File: src/rtl/hit_sequencer.sv
// Drum-hit request FIFO and dispatcher for a single stepper hit actuator.
// Optional statistics counters are enabled with HIT_SEQUENCER_STATS_EN.
module hit_sequencer #(
  parameter int DEPTH              = 8,
  parameter int VEL_MAX            = 32,
  parameter int START_PULSE_CYCLES = 4,
  parameter int HOLDOFF_CYCLES     = 50_000_000
) (
  input  logic                     i_clk_50,
  input  logic                     i_rst_n,
  input  logic                     i_req_valid,
  input  logic [7:0]               i_req_velocity,
  output logic                     o_req_ready,
  input  logic                     i_zdone,
  output logic                     o_start_n,
  output logic [7:0]               o_hit_velocity,
  output logic                     o_busy,
  output logic [$clog2(DEPTH):0]   o_fifo_count,
  output logic [15:0]              o_hit_count,
  output logic [15:0]              o_reject_count
);

  localparam int AW = $clog2(DEPTH);
  localparam int CW = AW + 1;
  localparam logic [7:0]    VEL_CLAMP  = 8'(VEL_MAX);
  localparam logic [31:0]   PULSE_LOAD = 32'(START_PULSE_CYCLES);
  localparam logic [31:0]   HOLD_LOAD  = 32'(HOLDOFF_CYCLES);
  localparam logic [CW-1:0] DEPTH_C    = CW'(DEPTH);

  typedef enum logic [1:0] {S_HOME, S_IDLE, S_START, S_HOLD} state_t;

  state_t        state_reg, state_next;
  logic [31:0]   timer_reg, timer_next;
  logic [7:0]    mem [DEPTH];
  logic [AW-1:0] wr_ptr_reg, rd_ptr_reg;
  logic [CW-1:0] count_reg;
  logic          push, pop;
  logic [7:0]    push_vel;
  logic          start_n_reg, start_n_next;
  logic          busy_reg, busy_next;
  logic [7:0]    hit_vel_reg;

  assign o_req_ready = (count_reg < DEPTH_C);
  // Zero-velocity requests are consumed without occupying a slot.
  assign push        = i_req_valid && o_req_ready && (i_req_velocity != 8'd0);
  assign push_vel    = (i_req_velocity > VEL_CLAMP) ? VEL_CLAMP : i_req_velocity;

  always_comb begin
    state_next   = state_reg;
    timer_next   = timer_reg;
    pop          = 1'b0;
    start_n_next = (state_reg != S_START);
    busy_next    = (state_reg == S_START) || (state_reg == S_HOLD);
    case (state_reg)
      S_HOME: begin
        if (i_zdone) state_next = S_IDLE;
      end
      S_IDLE: begin
        if ((count_reg != '0) && i_zdone) begin
          pop        = 1'b1;
          timer_next = PULSE_LOAD;
          state_next = S_START;
        end
      end
      S_START: begin
        if (timer_reg <= 32'd1) begin
          timer_next = HOLD_LOAD;
          state_next = S_HOLD;
        end else begin
          timer_next = timer_reg - 32'd1;
        end
      end
      S_HOLD: begin
        if (timer_reg <= 32'd1) begin
          timer_next = '0;
          state_next = S_IDLE;
        end else begin
          timer_next = timer_reg - 32'd1;
        end
      end
      default: state_next = S_HOME;
    endcase
  end

  always_ff @(posedge i_clk_50 or negedge i_rst_n) begin
    if (!i_rst_n) begin
      state_reg   <= S_HOME;
      timer_reg   <= '0;
      start_n_reg <= 1'b1;
      busy_reg    <= 1'b0;
    end else begin
      state_reg   <= state_next;
      timer_reg   <= timer_next;
      start_n_reg <= start_n_next;
      busy_reg    <= busy_next;
    end
  end

  // Storage array is left unreset so it maps onto block RAM.
  always_ff @(posedge i_clk_50) begin
    if (push) mem[wr_ptr_reg] <= push_vel;
  end

  always_ff @(posedge i_clk_50 or negedge i_rst_n) begin
    if (!i_rst_n) begin
      wr_ptr_reg  <= '0;
      rd_ptr_reg  <= '0;
      count_reg   <= '0;
      hit_vel_reg <= '0;
    end else begin
      if (push) wr_ptr_reg <= wr_ptr_reg + AW'(1);
      if (pop) begin
        rd_ptr_reg  <= rd_ptr_reg + AW'(1);
        hit_vel_reg <= mem[rd_ptr_reg];
      end
      case ({push, pop})
        2'b10:   count_reg <= count_reg + CW'(1);
        2'b01:   count_reg <= count_reg - CW'(1);
        default: count_reg <= count_reg;
      endcase
    end
  end

  assign o_start_n      = start_n_reg;
  assign o_busy         = busy_reg;
  assign o_hit_velocity = hit_vel_reg;
  assign o_fifo_count   = count_reg;

`ifdef HIT_SEQUENCER_STATS_EN
  logic        reject;
  logic [15:0] hit_count_reg, reject_count_reg;

  assign reject = i_req_valid && o_req_ready && (i_req_velocity == 8'd0);

  // Both counters saturate rather than wrap.
  always_ff @(posedge i_clk_50 or negedge i_rst_n) begin
    if (!i_rst_n) begin
      hit_count_reg    <= '0;
      reject_count_reg <= '0;
    end else begin
      if (pop && (hit_count_reg != 16'hFFFF))
        hit_count_reg <= hit_count_reg + 16'd1;
      if (reject && (reject_count_reg != 16'hFFFF))
        reject_count_reg <= reject_count_reg + 16'd1;
    end
  end

  assign o_hit_count    = hit_count_reg;
  assign o_reject_count = reject_count_reg;
`else
  assign o_hit_count    = '0;
  assign o_reject_count = '0;
`endif

endmodule

File: config.mk
export PLATFORM = sky130hd
export DESIGN_NAME = hit_sequencer
export DESIGN_NICKNAME = d
export VERILOG_FILES = /design/src/rtl/hit_sequencer.sv
export SDC_FILE = /design/constraint.sdc
export NUM_CORES = 1
export LEC_CHECK = 0
export ABC_CLOCK_PERIOD_IN_PS = 3280
export CAP_MARGIN = 10
export CORE_MARGIN = 8
export CORE_UTILIZATION = 35
export CTS_BUF_LIST = sky130_fd_sc_hd__clkbuf_8 sky130_fd_sc_hd__clkbuf_16
export DETAILED_ROUTE_END_ITERATION = 16
export PLACE_DENSITY_LB_ADDON = 0.12
export SLEW_MARGIN = 20
export SYNTH_ARGS = -nofsm -noshare
export SYNTH_HDL_FRONTEND = slang
export SYNTH_SLANG_ARGS = --single-unit
File: constraint.sdc
create_clock -name i_clk_50 -period 3.28 [get_ports i_clk_50]
set_input_delay 0.984 -clock i_clk_50 [delete_from_list [all_inputs] [get_ports i_clk_50]]
set_output_delay 0.984 -clock i_clk_50 [all_outputs]
set_load 0.05 [all_outputs]
Word-level counts from Yosys, hierarchy flattened
Memory sizes are Yosys's and may differ from the RTL's. A register that Yosys moved wholly into a read port is not among the register bits.
Index checks and enable logic that the tools add are counted.
{"block": "word_totals", "out_inout_bits": 47, "ramBits": 64, "memories": 1, "inputBits": 12, "latch_bits": 0, "register_bits": 46, "word_cells": 53, "mem_bits_ro": 0}
{"block": "classes", "n_shift": 0, "n_bitwise": 0, "add_sub_neg": 5, "n_div": 0, "multipliers": 0, "n_eq_ne": 10, "n_lt_le_gt_ge": 3, "mux": 15, "reduce_logical": 12}
{"memory": "mem", "depth": 8, "width": 8, "read_ports": 1, "rd_clocked_by_memory_dff": 1, "wr": 1, "line_no": "34", "rtl": "logic [7:0] mem [DEPTH];"}
{"operator": "$mux W32", "n": 3}
{"operator": "$pmux W32 S3", "n": 1}
{"operator": "$le A32 B1 Y1 const B", "n": 1}
{"operator": "$sub A32 B1 Y32 const B", "n": 1}
{"operator": "$gt A8 B6 Y1 const B", "n": 1}
{"operator": "$mux W2", "n": 4}
{"operator": "$mux W8", "n": 1}
{"operator": "$pmux W2 S4", "n": 1}
{"operator": "$pmux W4 S2", "n": 1}
{"operator": "$reduce_bool A8 Y1", "n": 1}
{"operator": "$add A3 B1 Y3 const B", "n": 2}
{"operator": "$eq A2 B2 Y1 const B", "n": 3}
{"operator": "$ne A2 B2 Y1 const B", "n": 3}
{"operator": "$add A4 B1 Y4 const B", "n": 1}
{"operator": "$eq A2 B1 Y1 const B", "n": 2}
{"operator": "$lt A4 B4 Y1 const B", "n": 1}
{"operator": "$mux W1", "n": 4}
{"operator": "$ne A2 B1 Y1 const B", "n": 2}
{"operator": "$reduce_and A4 Y1", "n": 1}
{"operator": "$reduce_bool A4 Y1", "n": 1}
{"operator": "$sub A4 B1 Y4 const B", "n": 1}
{"operator": "$logic_and A1 B1 Y1", "n": 3}
{"operator": "$reduce_bool A3 Y1", "n": 1}
{"operator": "$logic_not A2 Y1", "n": 1}
{"operator": "4 further kinds", "n": 4}

Depth between registers and ports, before layout
Gate-level depths: netlist of run 1.
{"block": "depth", "depth_word": 6, "depth_mapped": 12, "ltp_nobuf": 11}

Worst setup path before layout of run 1
OpenSTA, ideal clock, no wires.
{"block": "synth_path", "path_kind": "input -> register", "start": "in i_req_velocity[1]", "end": "reg count_reg[3], in the netlist o_fifo_count[3]", "setup_ns": 0.141, "arrival_time_ns": 3.095, "cell_stages": 9, "path_slack_ns": 0.044, "cell_sequence": "or4_1 > o311ai_2 > ha_1 > ha_1 > a21o_1 > a21oi_1 > xnor2_1 > nor2_1 > xnor2_1"}
{"block": "synth_between", "elab_chain_len": 4, "elab_cells_between_ends": 6, "classes_between": "2 x eq/ne; 1 x mux; 3 x reduce/logical"}
{"element": "start: declaration", "line_no": "12", "rtl": "input logic [7:0] i_req_velocity,"}
{"element": "$reduce_bool A8 Y1 (*)", "line_no": "45", "rtl": "assign push = i_req_valid && o_req_ready && (i_req_velocity != 8'd0);"}
{"element": "$logic_and A1 B1 Y1 (*)", "line_no": "45"}
{"element": "$eq A2 B1 Y1 / $eq A2 B2 Y1 (equally long branches)", "line_no": "116", "rtl": "case ({push, pop})"}
{"element": "$pmux W4 S2 / $reduce_bool A2 Y1 (equally long branches)"}
{"element": "end signal: assignment", "line_no": "117", "rtl": "2'b10: count_reg <= count_reg + CW'(1);"}
{"element": "end signal: assignment", "line_no": "118", "rtl": "2'b01: count_reg <= count_reg - CW'(1);"}
{"element": "end signal: assignment", "line_no": "119", "rtl": "default: count_reg <= count_reg;"}
{"element": "end: declaration", "line_no": "36", "rtl": "logic [CW-1:0] count_reg;"}
Every way passes the cells marked *; elsewhere a longest branch is shown, timed or not.
A chain may end at the register's enable or synchronous reset.

Worst setup path in the final report of run 1
Ends and elaborated chain as after synthesis.

==> results.cfg, run 1 <==
[yosys]
synth_largest_area_cell = sky130_fd_sc_hd__edfxtp_1
ys_warn_count = 0
ys_dominant_reg_cell = sky130_fd_sc_hd__edfxtp_1
synth.yosys.seq_area_share_pct = 56.5
ys_seq_elements = 118
post_synth_instance_area_um2 = 5790
synth.cells.most_frequent = 64 x sky130_fd_sc_hd__edfxtp_1, 53 x sky130_fd_sc_hd__dfrtp_1, 34 x sky130_fd_sc_hd__buf_4, 34 x sky130_fd_sc_hd__nand2_1, 33 x sky130_fd_sc_hd__nor2_1
synth_async_sr_flop_share_pct = 45.8
yosys-top-cells-area = sky130_fd_sc_hd__edfxtp_1 33%, sky130_fd_sc_hd__dfrtp_1 23%, sky130_fd_sc_hd__mux4_2 6.2%
synthMostInstantiatedCell = sky130_fd_sc_hd__edfxtp_1
syn-instance-count = 465
synth_enable_flop_cells = 64
synth_largest_type_area_fraction_pct = 33.2
synth.lib_cells_used.distinct = 58
synthesis.area_per_instance_um2 = 12.5

[worst_setup_path]
crit_arrival_ns = 3.39
critical_path.endpoint_type = flip-flop
slowest_stage = sky130_fd_sc_hd__or4_1
timing.critical_path.required_ns = 3.57
setup_crit_path_kind = in2reg
worst_path_largest_cell_delay_ns = 0.56
critical_path.startpoint_type = primary input
worstPathCellList = clkdlybuf4s50_1, or4_1, o311ai_2, ha_1, ha_1, a21o_1, a21oi_1, xnor2_1, nor2_1, xnor2_1
critPathMaxFanout = 2

[drt]
remaining_drc_errors = 0
vias_per_cell = 4.95
wire_length_per_cell_after_detailed_routing_um = 16.7
first_iter_violations = 234
total_vias_in_the_final_route = 3807
met1_routed_wirelength_after_detailed_routing_um = 6230
postRouteAntennaNets = 0
drt_pass1_iterations = 4
met3WireLength_um = 560
routed.top_layer = met4
drt-total-wl_um = 12900
met2WireLength_um = 5930

[cts]
ctsHtreeMaxLevel = 4
cts_made_buffers = 17
cts_root_buf = sky130_fd_sc_hd__clkbuf_16
post-cts-setup-buffers = 0
clkTransAtPathRegs_ns = 0.05
clock_tree_buf_depth = 2
worstSkewPairLatency_ns = 0.41
tritoncts_clock_tree = built
ctsResizeCount = 0
hold_buffers = 0
clkSinkCount = 118

[final_layout]
largest_register_ffs = 64
stdcell_area_um2 = 7020
drive_gt1_share_pct = 17.1
final_cell_count_no_fill = 769
insertedDiodeCount = 0
nFillCells = 1527
area.growth.synth_to_final_pct = 21.2
design.final.nets = 560

[die]
floorplan.io_pins = 59
row_count = 47
floorplan.die.height_um = 145
placeableCoreArea_um2 = 16400
die_area_um2 = 20900
die-width_um = 145
floorplan.initialDensity_pct = 35.3

[grt]
number_of_global_route_vias_before_repair = 3717
antenna_found_initial = 0
grt_pass1_wl_um = 20500
largest_net_degree_at_the_start_of_global_routing = 55
grt.overflow.total = 0
grt_util_all_layers_pct = 13.2

[pwr]
total_power_mw = 7.51
power_per_cell_area_nw_per_um2 = 1070
lkg_pwr_nw = 2.77
worst_ir_drop_vdd_mv = 0.524

[timing]
timing_hold_violations_final = 0
final_period_minus_worst_setup_slack_ns = 3.10
number_of_slew_limit_violations_in_the_final_report = 0
tns_ns = 0
finClkSkew_ns = 0.00508
timing.fmax_mhz = 323
tightestPinTransition_ns = 0.883
timing.slew.headroom_pct = 41.2
rsz_0062_raised_after_global_routing = no
finalCritPeriodShare_pct = 94.5
holdWs_ns = 0.475
setup_violations = 0

[place]
detailed_place.area_um2 = 6450
place_hpwl_um = 8550
portBuffers = 26
place_congestion = 0.753
dpl.cell_count = 737

[run_status]
status = finished clean

[job]
max_cap_violations = 0

[hold_path]
worst_hold_path_type = reg2reg
per-layer routing:
metal | GRT usage (%) | vias to the layer above
li1 | - | 1808
met1 | 17.8 | 1899
met2 | 20.0 | 89
met3 | 3.24 | 11
met4 | 5.26 | 0
met5 | 0 | -
cells in the final DEF (no fill, tap or decap), types with 3 or more instances in the layout:
cell type / Yosys / routed
sky130_fd_sc_hd__clkinv_1: 0 / 3
sky130_fd_sc_hd__nor4_1: 15 / 14
sky130_fd_sc_hd__mux4_2: 16 / 16
sky130_fd_sc_hd__mux2i_1: 11 / 10
sky130_fd_sc_hd__nor4b_1: 4 / 3
sky130_fd_sc_hd__or4_1: 6 / 6
sky130_fd_sc_hd__nor2_1: 33 / 33
sky130_fd_sc_hd__o21ai_0: 25 / 25
sky130_fd_sc_hd__nor3_1: 16 / 16
sky130_fd_sc_hd__inv_1: 13 / 14
sky130_fd_sc_hd__clkinvlp_4: 0 / 5
sky130_fd_sc_hd__nand4_1: 5 / 5
sky130_fd_sc_hd__o31a_1: 5 / 5
sky130_fd_sc_hd__buf_12: 0 / 3
sky130_fd_sc_hd__nand2_1: 34 / 34
sky130_fd_sc_hd__dfrtp_1: 53 / 53
sky130_fd_sc_hd__nand3_1: 9 / 9
sky130_fd_sc_hd__clkdlybuf4s50_1: 0 / 25
sky130_fd_sc_hd__or3_1: 6 / 6
sky130_fd_sc_hd__o41ai_1: 3 / 3
sky130_fd_sc_hd__o211ai_1: 7 / 7
sky130_fd_sc_hd__clkbuf_16: 0 / 17
sky130_fd_sc_hd__buf_4: 34 / 30
sky130_fd_sc_hd__ha_1: 11 / 11
sky130_fd_sc_hd__conb_1: 1 / 48
sky130_fd_sc_hd__nor4_2: 2 / 3
sky130_fd_sc_hd__a21oi_1: 7 / 7
sky130_fd_sc_hd__nor3b_1: 3 / 3
sky130_fd_sc_hd__edfxtp_1: 64 / 64
sky130_fd_sc_hd__and3b_1: 3 / 3
sky130_fd_sc_hd__xnor2_1: 22 / 22
final cells by class:
cell class              count  area, um^2  share of cell area [%]
flip-flops and latches    118        3270                    46.6
multi-input cells         327        2320                    33.0
repair buffers             59         541                    7.70
clock buffers              17         425                    6.06
well taps                 220         275                    3.92
clock inverters            15         140                    2.00
inverters                  13        48.8                   0.695
stage by stage:
step / setup WS, ns / util [%]
floorplan: 0.0437 / -
global placement: -0.217 / 39.3
detailed placement: -0.270 / 39.3
CTS: 0.175 / 42.8
global route: 0.0339 / 42.8
finish: 0.180 / 42.8
critical path: cells and delay by family:
family          cells  cell delay, ns
compound gates      3            0.66
xor+xnor            2            0.25
fa+ha+maj           2            0.46
buf+inv             1            0.41
simple gates        2            0.62
power by group:
| part | switching, mW | internal, mW |
|---|---|---|
| Clock | 0.659 | 1.10 |
| Sequential | 0.438 | 1.93 |
| Combinational | 1.98 | 1.40 |
| Total | 3.08 | 4.43 |
worst paths after layout:
| check | from | depth (start not counted) | slack (ns) | endpoint |
|---|---|---|---|---|
| min in group asynchronous | i_rst_n | 2 | 0.74 | timer_reg[27] |
| min | o_hit_velocity[7] | 2 | 0.47 | o_hit_velocity[7] |
| max in group asynchronous | i_rst_n | 2 | 2.04 | o_fifo_count[0] |
| max | i_req_velocity[1] | 10 | 0.18 | o_fifo_count[3] |
| max reg2reg | timer_reg[24] | 5 | 0.74 | timer_reg[22] |
| min reg2reg | o_hit_velocity[7] | 2 | 0.47 | o_hit_velocity[7] |
kinds of logic after synthesis:
family | count (synthesis) | share of synthesized area (%)
simple gates | 149 | 14.0
flops | 118 | 56.5
buf+inv | 67 | 6.80
compound gates | 66 | 7.84
mux | 29 | 8.58
xor+xnor | 23 | 3.48
fa+ha+maj | 12 | 2.72
other cells | 1 | 0.0647
Note: power is estimated with default switching activity, not from simulation.
==> run 2: changes to the inputs <==
GPL_TIMING_DRIVEN = 0   (was default)
TNS_END_PERCENT = 1   (was default)
==> run 2 against run 1 <==
Compared with the run above: non-clock buffer count up 29; critical path depth is the same; cell count grew 3.8%; critical path type unchanged; flip-flop and latch count did not move; sequential share of layout area shrank 1.3 points; critical endpoint unchanged; core utilization rose by 1.2 points; clock power hardly changed.
==> results.cfg, run 2 (synthesis gave the netlist of run 1 again) <==
[worst_setup_path]
timing.critical_path.from = i_req_velocity[6]
worstSetupEndpoint = o_fifo_count[3]
setup_crit_path_kind = in2reg
timing.rr.start = timer_reg[26]
reg2reg_to = timer_reg[6]
reg2reg_slack_ns = 0.61
crit_arrival_ns = 3.44
critical_path.endpoint_type = flip-flop
timing.critical_path.required_ns = 3.59
critical_path.startpoint_type = primary input
worst_r2r_path_depth = 6
critPathMaxFanout = 9

[place]
portBuffers = 26
place_hpwl_um = 9640
place_congestion = 0.829
dpl.cell_count = 765

[drt]
vias_per_cell = 4.95
total_vias_in_the_final_route = 3954
drt_pass1_iterations = 4
first_iter_violations = 304
remaining_drc_errors = 0
postRouteAntennaNets = 0
drt-total-wl_um = 13600
wire_length_per_cell_after_detailed_routing_um = 17.0

[grt]
largest_net_degree_at_the_start_of_global_routing = 37
grt_pass1_wl_um = 21900
number_of_global_route_vias_before_repair = 4030
antenna_found_initial = 0
grt_util_all_layers_pct = 14.1
grt.overflow.total = 0

[timing]
number_of_slew_limit_violations_in_the_final_report = 0
holdWs_ns = 0.450
timing.fmax_mhz = 320
rsz_0062_raised_after_global_routing = no
finalCritPeriodShare_pct = 95.3
finClkSkew_ns = 0.0158
timing_hold_violations_final = 0
tightestPinTransition_ns = 0.949
timing.slew.headroom_pct = 36.5
final_period_minus_worst_setup_slack_ns = 3.13
setup_violations = 0

[final_layout]
area_of_the_multi_input_gates_um2 = 2380
area.growth.synth_to_final_pct = 24.6
insertedDiodeCount = 0
nFillCells = 1529
drive_gt1_share_pct = 21.3
largest_register_ffs = 64
final-seq-area_um2 = 3270
design.final.nets = 589
final_common_cell = sky130_fd_sc_hd__edfxtp_1
layout.cells.most_common_list = 64 x sky130_fd_sc_hd__edfxtp_1, 53 x sky130_fd_sc_hd__dfrtp_1, 48 x sky130_fd_sc_hd__conb_1, 40 x sky130_fd_sc_hd__buf_4
final_cell_count_no_fill = 798

[die]
floorplan.die.height_um = 145
row_count = 47
floorplan.initialDensity_pct = 35.3
die_area_um2 = 20900
floorplan.io_pins = 59
die-width_um = 145
placeableCoreArea_um2 = 16400

[cts]
clkSinkCount = 118
tritoncts_clock_tree = built
hold_buffers = 0
clkTransAtPathRegs_ns = 0.06
cts_root_buf = sky130_fd_sc_hd__clkbuf_16
clock_tree_buf_depth = 2
cts_made_buffers = 17
worstSkewPairLatency_ns = 0.42
ctsHtreeMaxLevel = 4

[pwr]
comb_power_share_pct = 46.8
total_power_mw = 7.56
power.internal_mw = 4.32
net-switching-power_mw = 3.23
sequentialPowerShare_pct = 29.6
power_per_cell_area_nw_per_um2 = 1050
swShare_pct = 42.8
lkg_pwr_nw = 2.89
worst_ir_drop_vdd_mv = 0.505
clock_power_share_pct = 23.5

[run_status]
status = finished clean

[hold_path]
worst_hold_path_type = in2async

[job]
max_cap_violations = 0
run 2: per-stage QoR:
step	utilization, %	TNS, ns	area (um^2)	worst slack [ns]
finish	44.0	0	7220	0.154
global route	44.0	0	7220	0.0236
CTS	43.8	0	7190	0.0170
detailed placement	40.3	-16.35	6610	-0.808
global placement	39.6	-71.11	6500	-0.864
floorplan	-	0	5970	0.0437
run 2: worst min path at each step:
stage	end	cells past startpoint	slack, ns
after floorplan	timer_reg[14]	2	0.48
after global placement	o_hit_velocity[7]	2	0.47
after detailed placement	o_hit_velocity[2]	2	0.47
after CTS	state_reg[1]	1	0.44
after global routing	state_reg[1]	1	0.45
final	timer_reg[0]	1	0.45
run 2: power groups by stage:
stage	clock, mW	sequential [mW]	combinational [mW]
2_1_floorplan	0	2.47	2.31
3_3_place_gp	0	2.24	3.46
3_5_place_dp	0	2.26	3.52
4_1_cts	1.82	2.23	3.55
5_1_grt	1.89	2.29	3.90
6_report	1.78	2.24	3.54
run 2: layout make-up:
type	count	share of cell area (%)
well taps	220	3.81
flip-flops and latches	118	45.4
inverters	13	0.676
plain buffers	54	4.79
clock inverters	15	2.01
repair buffers	34	4.51
multi-input cells	327	32.9
clock buffers	17	5.90
run 2: critical path, stage by stage:
cell                              delay (ns)
sky130_fd_sc_hd__clkdlybuf4s50_1        0.49
sky130_fd_sc_hd__or3_4                  0.49
sky130_fd_sc_hd__o311ai_4               0.31
sky130_fd_sc_hd__ha_2                   0.26
sky130_fd_sc_hd__ha_1                   0.23
sky130_fd_sc_hd__a21o_1                 0.18
sky130_fd_sc_hd__a21oi_1                0.16
sky130_fd_sc_hd__xnor2_1                0.13
sky130_fd_sc_hd__nor2_1                 0.07
sky130_fd_sc_hd__xnor2_1                0.11
run 2: timing repair:
action,in CTS,in global routing
gates resized for setup,1,3
pin swaps,1,1
setup buffers,1,0
endpoints found under the setup margin,3,10
endpoints found under the hold margin,0,0
run 2: metal layers:
layer / track usage [%] / vias up / routed length (um)
met2: 21.8 / 107 / 6390
met5: 0 / - / 0
met3: 4.06 / 12 / 745
li1: - / 1867 / -
met4: 5.64 / 0 / 138
met1: 18.2 / 1968 / 6300
==> run 3: changes to the inputs <==
ABC_AREA = 1   (was default)
CTS_CLUSTER_SIZE = 20   (was default)
==> run 3 against run 2 <==
Compared with the run above: non-clock buffer count fell by 12; register-to-register slack got worse by 0.11 ns; flip-flop and latch count did not move; hold slack improved by 0.032 ns; global-route usage rose by 0.085 points; synthesized cell count rose by 43%; critical path depth rose by 1; combinational power fell by 5.6%; first-iteration DRC count rose by 29%; die area rose by 4.3%; sequential share of layout area fell by 1.5 points; clock skew fell by 0.0089 ns; critical endpoint unchanged.
==> results.cfg, run 3 <==
[yosys]
synth_enable_flop_cells = 64
ys_seq_elements = 118
syn-instance-count = 663
ys_dominant_reg_cell = sky130_fd_sc_hd__edfxtp_1
yosys-top-cells-area = sky130_fd_sc_hd__edfxtp_1 32%, sky130_fd_sc_hd__dfrtp_1 22%, sky130_fd_sc_hd__nand2_1 9.2%
synth_async_sr_flop_share_pct = 45.8
synth_largest_type_area_fraction_pct = 31.7
synth.cells.most_frequent = 149 x sky130_fd_sc_hd__nand2_1, 86 x sky130_fd_sc_hd__nor2_1, 64 x sky130_fd_sc_hd__edfxtp_1
synth_largest_area_cell = sky130_fd_sc_hd__edfxtp_1
ys_warn_count = 0
synth.lib_cells_used.distinct = 39
synth.yosys.seq_area_share_pct = 53.9
post_synth_instance_area_um2 = 6070
synthMostInstantiatedCell = sky130_fd_sc_hd__nand2_1
synthesis.area_per_instance_um2 = 9.16

[final_layout]
insertedDiodeCount = 0
area.growth.synth_to_final_pct = 22.9
drive_gt1_share_pct = 15.3
final_common_cell = sky130_fd_sc_hd__nand2_1
largest_register_ffs = 64
stdcell_area_um2 = 7460
layout.cells.most_common_list = 149 x sky130_fd_sc_hd__nand2_1, 86 x sky130_fd_sc_hd__nor2_1, 64 x sky130_fd_sc_hd__edfxtp_1, 53 x sky130_fd_sc_hd__dfrtp_1, 51 x sky130_fd_sc_hd__inv_1
design.final.nets = 780

[drt]
vias_per_cell = 4.64
total_vias_in_the_final_route = 4608
postRouteAntennaNets = 0
wire_length_per_cell_after_detailed_routing_um = 14.8
drt-total-wl_um = 14700
first_iter_violations = 392
remaining_drc_errors = 0
drt_pass1_iterations = 4

[die]
die_area_um2 = 21800
floorplan.die.height_um = 148
die-width_um = 148
floorplan.io_pins = 59
floorplan.initialDensity_pct = 35.5
placeableCoreArea_um2 = 17100
row_count = 48

[cts]
tritoncts_clock_tree = built
clkSinkCount = 118
clock_tree_buf_depth = 2
ctsHtreeMaxLevel = 4
worstSkewPairLatency_ns = 0.42
clkTransAtPathRegs_ns = 0.06
hold_buffers = 0
cts_root_buf = sky130_fd_sc_hd__clkbuf_16
cts_made_buffers = 17

[worst_setup_path]
crit_arrival_ns = 3.44
critical_path.n_buffers_inverters = 4
setup_crit_path_kind = in2reg
timing.critical_path.required_ns = 3.59
cp_num_cells = 11
worstPathCellList = clkdlybuf4s50_1, nand3_1, buf_2, inv_1, clkbuf_4, ha_2, ha_1, a21oi_1, o21ai_0, xor2_1, mux2_2
critical_path.endpoint_type = flip-flop
worst_path_largest_cell_delay_ns = 0.44
slowest_stage = sky130_fd_sc_hd__clkdlybuf4s50_1
worst_r2r_path_depth = 12
critPathMaxFanout = 10
critical-path-top-delay-family = buffers and inverters
critical_path.startpoint_type = primary input

[timing]
tightestPinTransition_ns = 0.866
finalCritPeriodShare_pct = 95.5
finClkSkew_ns = 0.00688
final_period_minus_worst_setup_slack_ns = 3.13
timing.fmax_mhz = 319
rsz_0062_raised_after_global_routing = no
number_of_slew_limit_violations_in_the_final_report = 0
timing_hold_violations_final = 0
tns_ns = 0
setup_violations = 0
timing.slew.headroom_pct = 41.9

[run_status]
status = finished clean

[pwr]
total_power_mw = 7.42
power_per_cell_area_nw_per_um2 = 995
worst_ir_drop_vdd_mv = 0.538
lkg_pwr_nw = 3.40

[grt]
antenna_found_initial = 0
grt_util_all_layers_pct = 14.2
grt_pass1_wl_um = 24200
largest_net_degree_at_the_start_of_global_routing = 55
number_of_global_route_vias_before_repair = 4574
grt.overflow.total = 0

[job]
max_cap_violations = 0

[hold_path]
whs_path_depth = 2
worst_hold_path_type = reg2reg

[place]
place_hpwl_um = 10500
detailed_place.area_um2 = 6830
place_congestion = 0.853
portBuffers = 26
==> run 3: worst reg2reg max path: cells and delay by family (launching register included) <==
family | cells | cell delay, ns
AND/OR/NAND/NOR | 1 | 0.13
AO/OA/AOI/OAI | 2 | 0.25
XOR/XNOR | 1 | 0.15
flip-flops | 1 | 0.40
adder cells (fa/ha/maj) | 3 | 0.75
buffers and inverters | 4 | 0.73
multiplexers | 1 | 0.26
==> run 3: cells by family (layout without fill, tap and decap cells) <==
logic type,after synthesis,after routing,share of synthesized area (%)
xor gates and xnor gates,20,20,2.89
other,1,48,0.0618
and+or+nand+nor,327,327,23.8
DFF,118,118,53.9
buffers and inverters,104,163,8.66
muxes,1,1,0.185
AOI/OAI and AO/OA,80,80,7.91
adders and majority gates,12,12,2.60
==> run 3: metrics by stage <==
stage                     setup WS (ns)  utilization [%]  hold WS [ns]  std cells
after floorplan                   0.407                -         0.470        710
after global placement           -0.579             39.7         0.474        961
after detailed placement         -0.383             39.9         0.473        962
after CTS                        0.0638             43.5         0.489        994
after global routing             0.0127             43.6         0.518        994
final                             0.147             43.6         0.481        994
==> run 3: timing repair <==
| item | in CTS | in global routing |
|---|---|---|
| resized for setup | 0 | 3 |
| buffers inserted | 0 | 0 |
| endpoints found under the setup margin | 0 | 1 |
==> run 3: cell type report <==
| class | count | area (um^2) |
|---|---|---|
| fillers | 1679 | 9660 |
| flip-flops and latches | 118 | 3270 |
| multi-input cells | 488 | 2470 |
| clock buffers | 18 | 439 |
| plain buffers | 49 | 322 |
| repair buffers | 27 | 285 |
| well taps | 225 | 282 |
| inverters | 55 | 206 |
| clock inverters | 14 | 175 |
==> run 3: final timing paths <==
kind                              startpoint                end  slack [ns]
setup / recovery                     i_zdone    o_fifo_count[3]        0.15
hold / removal             o_hit_velocity[7]  o_hit_velocity[7]        0.48
setup reg to reg                state_reg[1]    o_fifo_count[3]        0.50
hold reg to reg            o_hit_velocity[7]  o_hit_velocity[7]        0.48
max in group asynchronous            i_rst_n          o_start_n        2.42
min in group asynchronous            i_rst_n  o_hit_velocity[3]        0.54
==> run 3: power breakdown <==
part / internal [mW] / leakage [nW] / switching [mW]
Sequential: 1.90 / 1.29 / 0.258
Clock: 1.22 / 0.305 / 0.702
Combinational: 1.02 / 1.80 / 2.32
==> run 3: metal layers <==
metal / vias up / routed length (um) / GRT usage, %
li1: 2311 / - / -
met4: 0 / 205 / 5.20
met3: 15 / 1040 / 3.79
met1: 2148 / 7220 / 19.5
met5: - / 0 / 0
met2: 134 / 6250 / 20.9
==> variant 1, RTL diff (settings of run 1) <==
Build with the macro `HIT_SEQUENCER_STATS_EN` defined.
--- a/src/rtl/hit_sequencer.sv
+++ b/src/rtl/hit_sequencer.sv
@@ -1,5 +1,7 @@
 // Drum-hit request FIFO and dispatcher for a single stepper hit actuator.
 // Optional statistics counters are enabled with HIT_SEQUENCER_STATS_EN.
+`define HIT_SEQUENCER_STATS_EN
+
 module hit_sequencer #(
   parameter int DEPTH              = 8,
   parameter int VEL_MAX            = 32,
Behaviour: not the same (Yosys sat finds a counterexample within 4 cycles, from zero or initial values and one cycle with i_rst_n low).
==> variant 1 against run 1 <==
Area after synthesis increased by 20%; critical path depth grew 2; largest power group unchanged; clock skew up 0.0034 ns; combinational power down 3%; sequential power up 19%; utilization is 1.8 points higher; die area is 18% higher; power is 7.1% higher; first-iteration DRC count fell by 8.5%; fmax is 1.4% higher; wire length rose by 20%; setup slack better by 0.042 ns; cell area is 24% higher; sequential cell count increased by 32.
==> variant 1: results (changes against run 1) <==
status=complete, no violations; via count of the first global-routing pass=4919 (+32%); PortBufs=58 (+120%); CTS Buf Count=17 (unchanged); Synth warnings=0 (unchanged); Worst Max-Slew Pin Slew=0.8614 ns (-0.02116 ns); Iteration-0 DRC Markers=214 (-8.5%); Clock Skew=0.008511 ns (+0.003428 ns); Netlist cell types=65 (+12%); Synth top cells by count=dfrtp_1 (85), edfxtp_1 (64), nand2_1 (45); Post-Synthesis Cells=557 (+20%); # nets final=686 (+23%); top post-synthesis cells by area=dfrtp_1 (31%), edfxtp_1 (28%), xnor2_1 (5.3%); HPWL Detailed=10450 um (+22%); mux contribution to synthesized area=7.748% (-0.83 points); sequential share of the synthesized area=58.55% (+2.0 points); Clock Tree Buf Depth=2 (unchanged); Async S/R FF share, synth=57.33% (+12 points); first-pass GRT wire length=25730 um (+25%); GR Util All Layers=13.43% (+0.22 points); layout cell share with drive strength beyond 1=14.43% (-2.7 points); Crit path largest cell delay=0.54 ns (-0.02 ns); Placed Area=8079 um^2 (+25%); Synth Area in Compound Gates=6.022% (-1.8 points); CP delay by family, top=simple AND/OR/NAND/NOR gates; fill cell count=1800 (+18%); routed via count=4668 (+23%); Placed Cells=905 (+23%); CTS-repair resized insts=0 (unchanged); Psw=3.327 mW (+8.0%); fin cells=937 (+22%); Peak supply drop=429.2 uV (-18%); XOR/XNOR Fraction of Synth Area=6.292% (+2.8 points); Reg clk slew, reported paths=0.07 ns (+0.02 ns); Leakage=3.424 nW (+24%); DR WL/cell=16.47 um (-1.5%); R2R cell count=10 (+5); pin count of the biggest net entering global routing=47 (-15%)
-- variant 1: cell types whose count changed after synthesis, sizes merged, moves of 10 or more --
cell   change
nand2     +11
dfrtp     +32
nand4     +12
nor3      +10
buf       -33
xnor2     +20
-- variant 1: cell families (layout without fill, tap and decap cells) --
group	after synthesis	in the layout
xor gates and xnor gates	50	50
muxes	33	33
AOI/OAI and AO/OA	64	64
other	1	16
adders and majority gates	15	15
and+or+nand+nor	206	206
buffers and inverters	38	138
DFF	150	150
-- variant 1: cell type report --
class	count	area (um^2)	share of cell area, %
Clock buffer	17	425.4	4.900
Inverter	20	75.07	0.8647
Clock inverter	15	177.7	2.046
Sequential cell	150	4075	46.94
Timing Repair Buffer	86	813.3	9.367
Multi-Input combinational cell	384	2784	32.07
Tap cell	265	331.6	3.819
-- variant 1: per-stage QoR --
step,worst slack [ns],utilization (%)
6_report,0.2224,44.61
5_1_grt,0.01165,44.61
4_1_cts,0.2003,44.61
2_1_floorplan,0.1707,-
3_5_place_dp,-0.2513,41.51
3_3_place_gp,-0.2059,41.51
-- variant 1: power by group through the flow --
stage | Clock [mW] | Combinational [mW] | Sequential, mW
after floorplan | 0 | 2.05 | 3.04
after global placement | 0 | 3.25 | 2.81
after detailed placement | 0 | 3.30 | 2.83
after CTS | 2.03 | 3.31 | 2.80
after global routing | 2.11 | 3.59 | 2.86
final | 1.98 | 3.27 | 2.80
-- variant 1: worst paths after layout --
kind,from,end,slack [ns]
worst max-delay path,i_req_velocity[0],o_fifo_count[3],0.22
worst min register to register,o_hit_velocity[3],o_hit_velocity[3],0.48
worst min-delay path,o_hit_velocity[3],o_hit_velocity[3],0.48
max in group asynchronous,i_rst_n,o_start_n,2.01
min in group asynchronous,i_rst_n,timer_reg[18],0.58
worst max register to register,o_fifo_count[0],o_fifo_count[3],0.84
-- variant 1: per-layer routing --
layer	wire, um	vias to the layer above	track usage [%]
met3	549	15	3.510
li1	-	2241	-
met4	218	0	4.397
met5	0	-	0
met1	7250	2334	16.49
met2	7417	78	22.64
-- variant 1: tightest hold or removal path: stages (launching register included) --
cell     delay (ns)
dfrtp_1        0.34
nand2_1        0.05
o21ai_0        0.06
==> variant 2, RTL diff (flow settings as in run 1) <==
Without the edit above. The 4 states of `state_t` get a one-hot encoding in 4 bits.
--- a/src/rtl/hit_sequencer.sv
+++ b/src/rtl/hit_sequencer.sv
@@ -27,7 +27,7 @@
   localparam logic [31:0]   HOLD_LOAD  = 32'(HOLDOFF_CYCLES);
   localparam logic [CW-1:0] DEPTH_C    = CW'(DEPTH);
 
-  typedef enum logic [1:0] {S_HOME, S_IDLE, S_START, S_HOLD} state_t;
+  typedef enum logic [3:0] {S_HOME = 4'b0001, S_IDLE = 4'b0010, S_START = 4'b0100, S_HOLD = 4'b1000} state_t;
 
   state_t        state_reg, state_next;
   logic [31:0]   timer_reg, timer_next;
Formal check against the unedited RTL: same outputs for any inputs over 10 cycles, from zero or initial values and one cycle with i_rst_n low; not proved beyond that.
==> variant 2 against run 1 <==
Area after synthesis about the same; via count decreased by 1.3%; sequential cell count increased by 2; utilization decreased by 0.45 points; setup slack improved by 0.0026 ns; wire length decreased by 2.3%; power decreased by 13%; cell area decreased by 1.1%; critical endpoint unchanged; largest cell class unchanged; largest power group unchanged.
==> variant 2: results (changes against run 1) <==
PortBufs=26 (unchanged); Placed Area=6380 um^2 (-1.2%); Synth top cells by count=edfxtp_1 (64), dfrtp_1 (54), nor2_1 (45); drt total wl=12560 um (-2.3%); CP Max Fanout=2 (unchanged); Crit path largest cell delay=0.52 ns (-0.04 ns); Synth Area in Adders=1.856% (-0.87 points); fin cells=766 (-0.39%); first-pass GRT wire length=20430 um (-0.54%); HPWL Detailed=8618 um (+0.80%); RR Startpoint=timer_reg[8]; Via density=4.903 (-0.95%); min-delay src=o_hit_velocity[6]; Netlist cell types=63 (+8.6%); Async S/R FF share, synth=46.67% (+0.90 points); Peak supply drop=413.5 uV (-21%); Reg2Reg Setup Slack=0.50 ns (-0.24 ns); fill cell count=1516 (-0.72%); Final min period=3.097 ns (-0.002641 ns); Clock Skew=0.004340 ns (-0.0007420 ns); GR Util All Layers=13.03% (-0.18 points); XOR/XNOR Fraction of Synth Area=3.626% (+0.15 points); # nets final=553 (-1.3%); top post-synthesis cells by area=edfxtp_1 (33%), dfrtp_1 (23%), mux4_2 (6.2%); sequential share of the synthesized area=57.37% (+0.84 points); status=complete, no violations; via count of the first global-routing pass=3777 (+1.6%); Leakage=2.684 nW (-2.9%); WHS=0.5197 ns (+0.04483 ns); Iteration-0 DRC Markers=251 (+7.3%); pin count of the biggest net entering global routing=35 (-36%); Post-Synthesis Cells=467 (+0.43%); Placed Cells=734 (-0.41%); CTS Buf Count=17 (unchanged); layout cell share with drive strength beyond 1=17.22% (+0.094 points); worst rel slew slack=36.81% (-4.4 points); GPL Wtd Cong=0.7955 (+5.7%); Synth Area in Compound Gates=7.295% (-0.55 points); mux contribution to synthesized area=7.986% (-0.59 points)
[variant 2: changes by cell type after synthesis, sizes merged, moves of 4 or more]
cell    change
o31a        -4
a21oi      +12
nand3b      +5
ha          -4
nor2       +12
nand3       -4
nand2       -6
o211ai      -6
o21ai      -11
[variant 2: per-stage QoR]
stage / util, % / power [mW] / setup WS (ns) / setup TNS, ns
4_1_cts: 42.34 / 6.567 / 0.1739 / 0
5_1_grt: 42.34 / 6.905 / 0.05387 / 0
6_report: 42.34 / 6.497 / 0.1830 / 0
3_5_place_dp: 38.89 / 4.773 / -0.2549 / -2.724
2_1_floorplan: - / 4.018 / 0.1767 / 0
3_3_place_gp: 38.89 / 4.746 / -0.2213 / -0.5385
[variant 2: where the power goes]
group          internal [mW]  switching, mW  total, mW  leakage (nW)
clock                   1.06          0.692       1.76         0.276
combinational           1.01           1.49       2.50          1.10
sequential              1.88          0.359       2.24          1.31
total                   3.96           2.54       6.50          2.68
[variant 2: cell type report]
class / count / area share (%)
clock buffers: 18 / 6.322
clock inverters: 14 / 1.837
inverters: 10 / 0.5403
multi-input cells: 330 / 32.58
flip-flops and latches: 120 / 47.87
well taps: 220 / 3.963
repair buffers: 54 / 6.880
[variant 2: routing by layer]
| metal | share of wire, % | global-route usage, % | wire length [um] |
|---|---|---|---|
| met5 | 0 | 0 | 0 |
| met4 | 1.7 | 5.422 | 210 |
| met3 | 5.2 | 3.314 | 651 |
| met2 | 45 | 19.34 | 5647 |
| met1 | 48 | 17.77 | 6054 |
[variant 2: worst paths after layout]
path | to | depth (start not counted)
max reg2reg | timer_reg[23] | 6
max in group asynchronous | o_hit_velocity[7] | 2
min | o_hit_velocity[6] | 2
max | o_fifo_count[3] | 11
min reg2reg | o_hit_velocity[6] | 2
min in group asynchronous | o_busy | 1
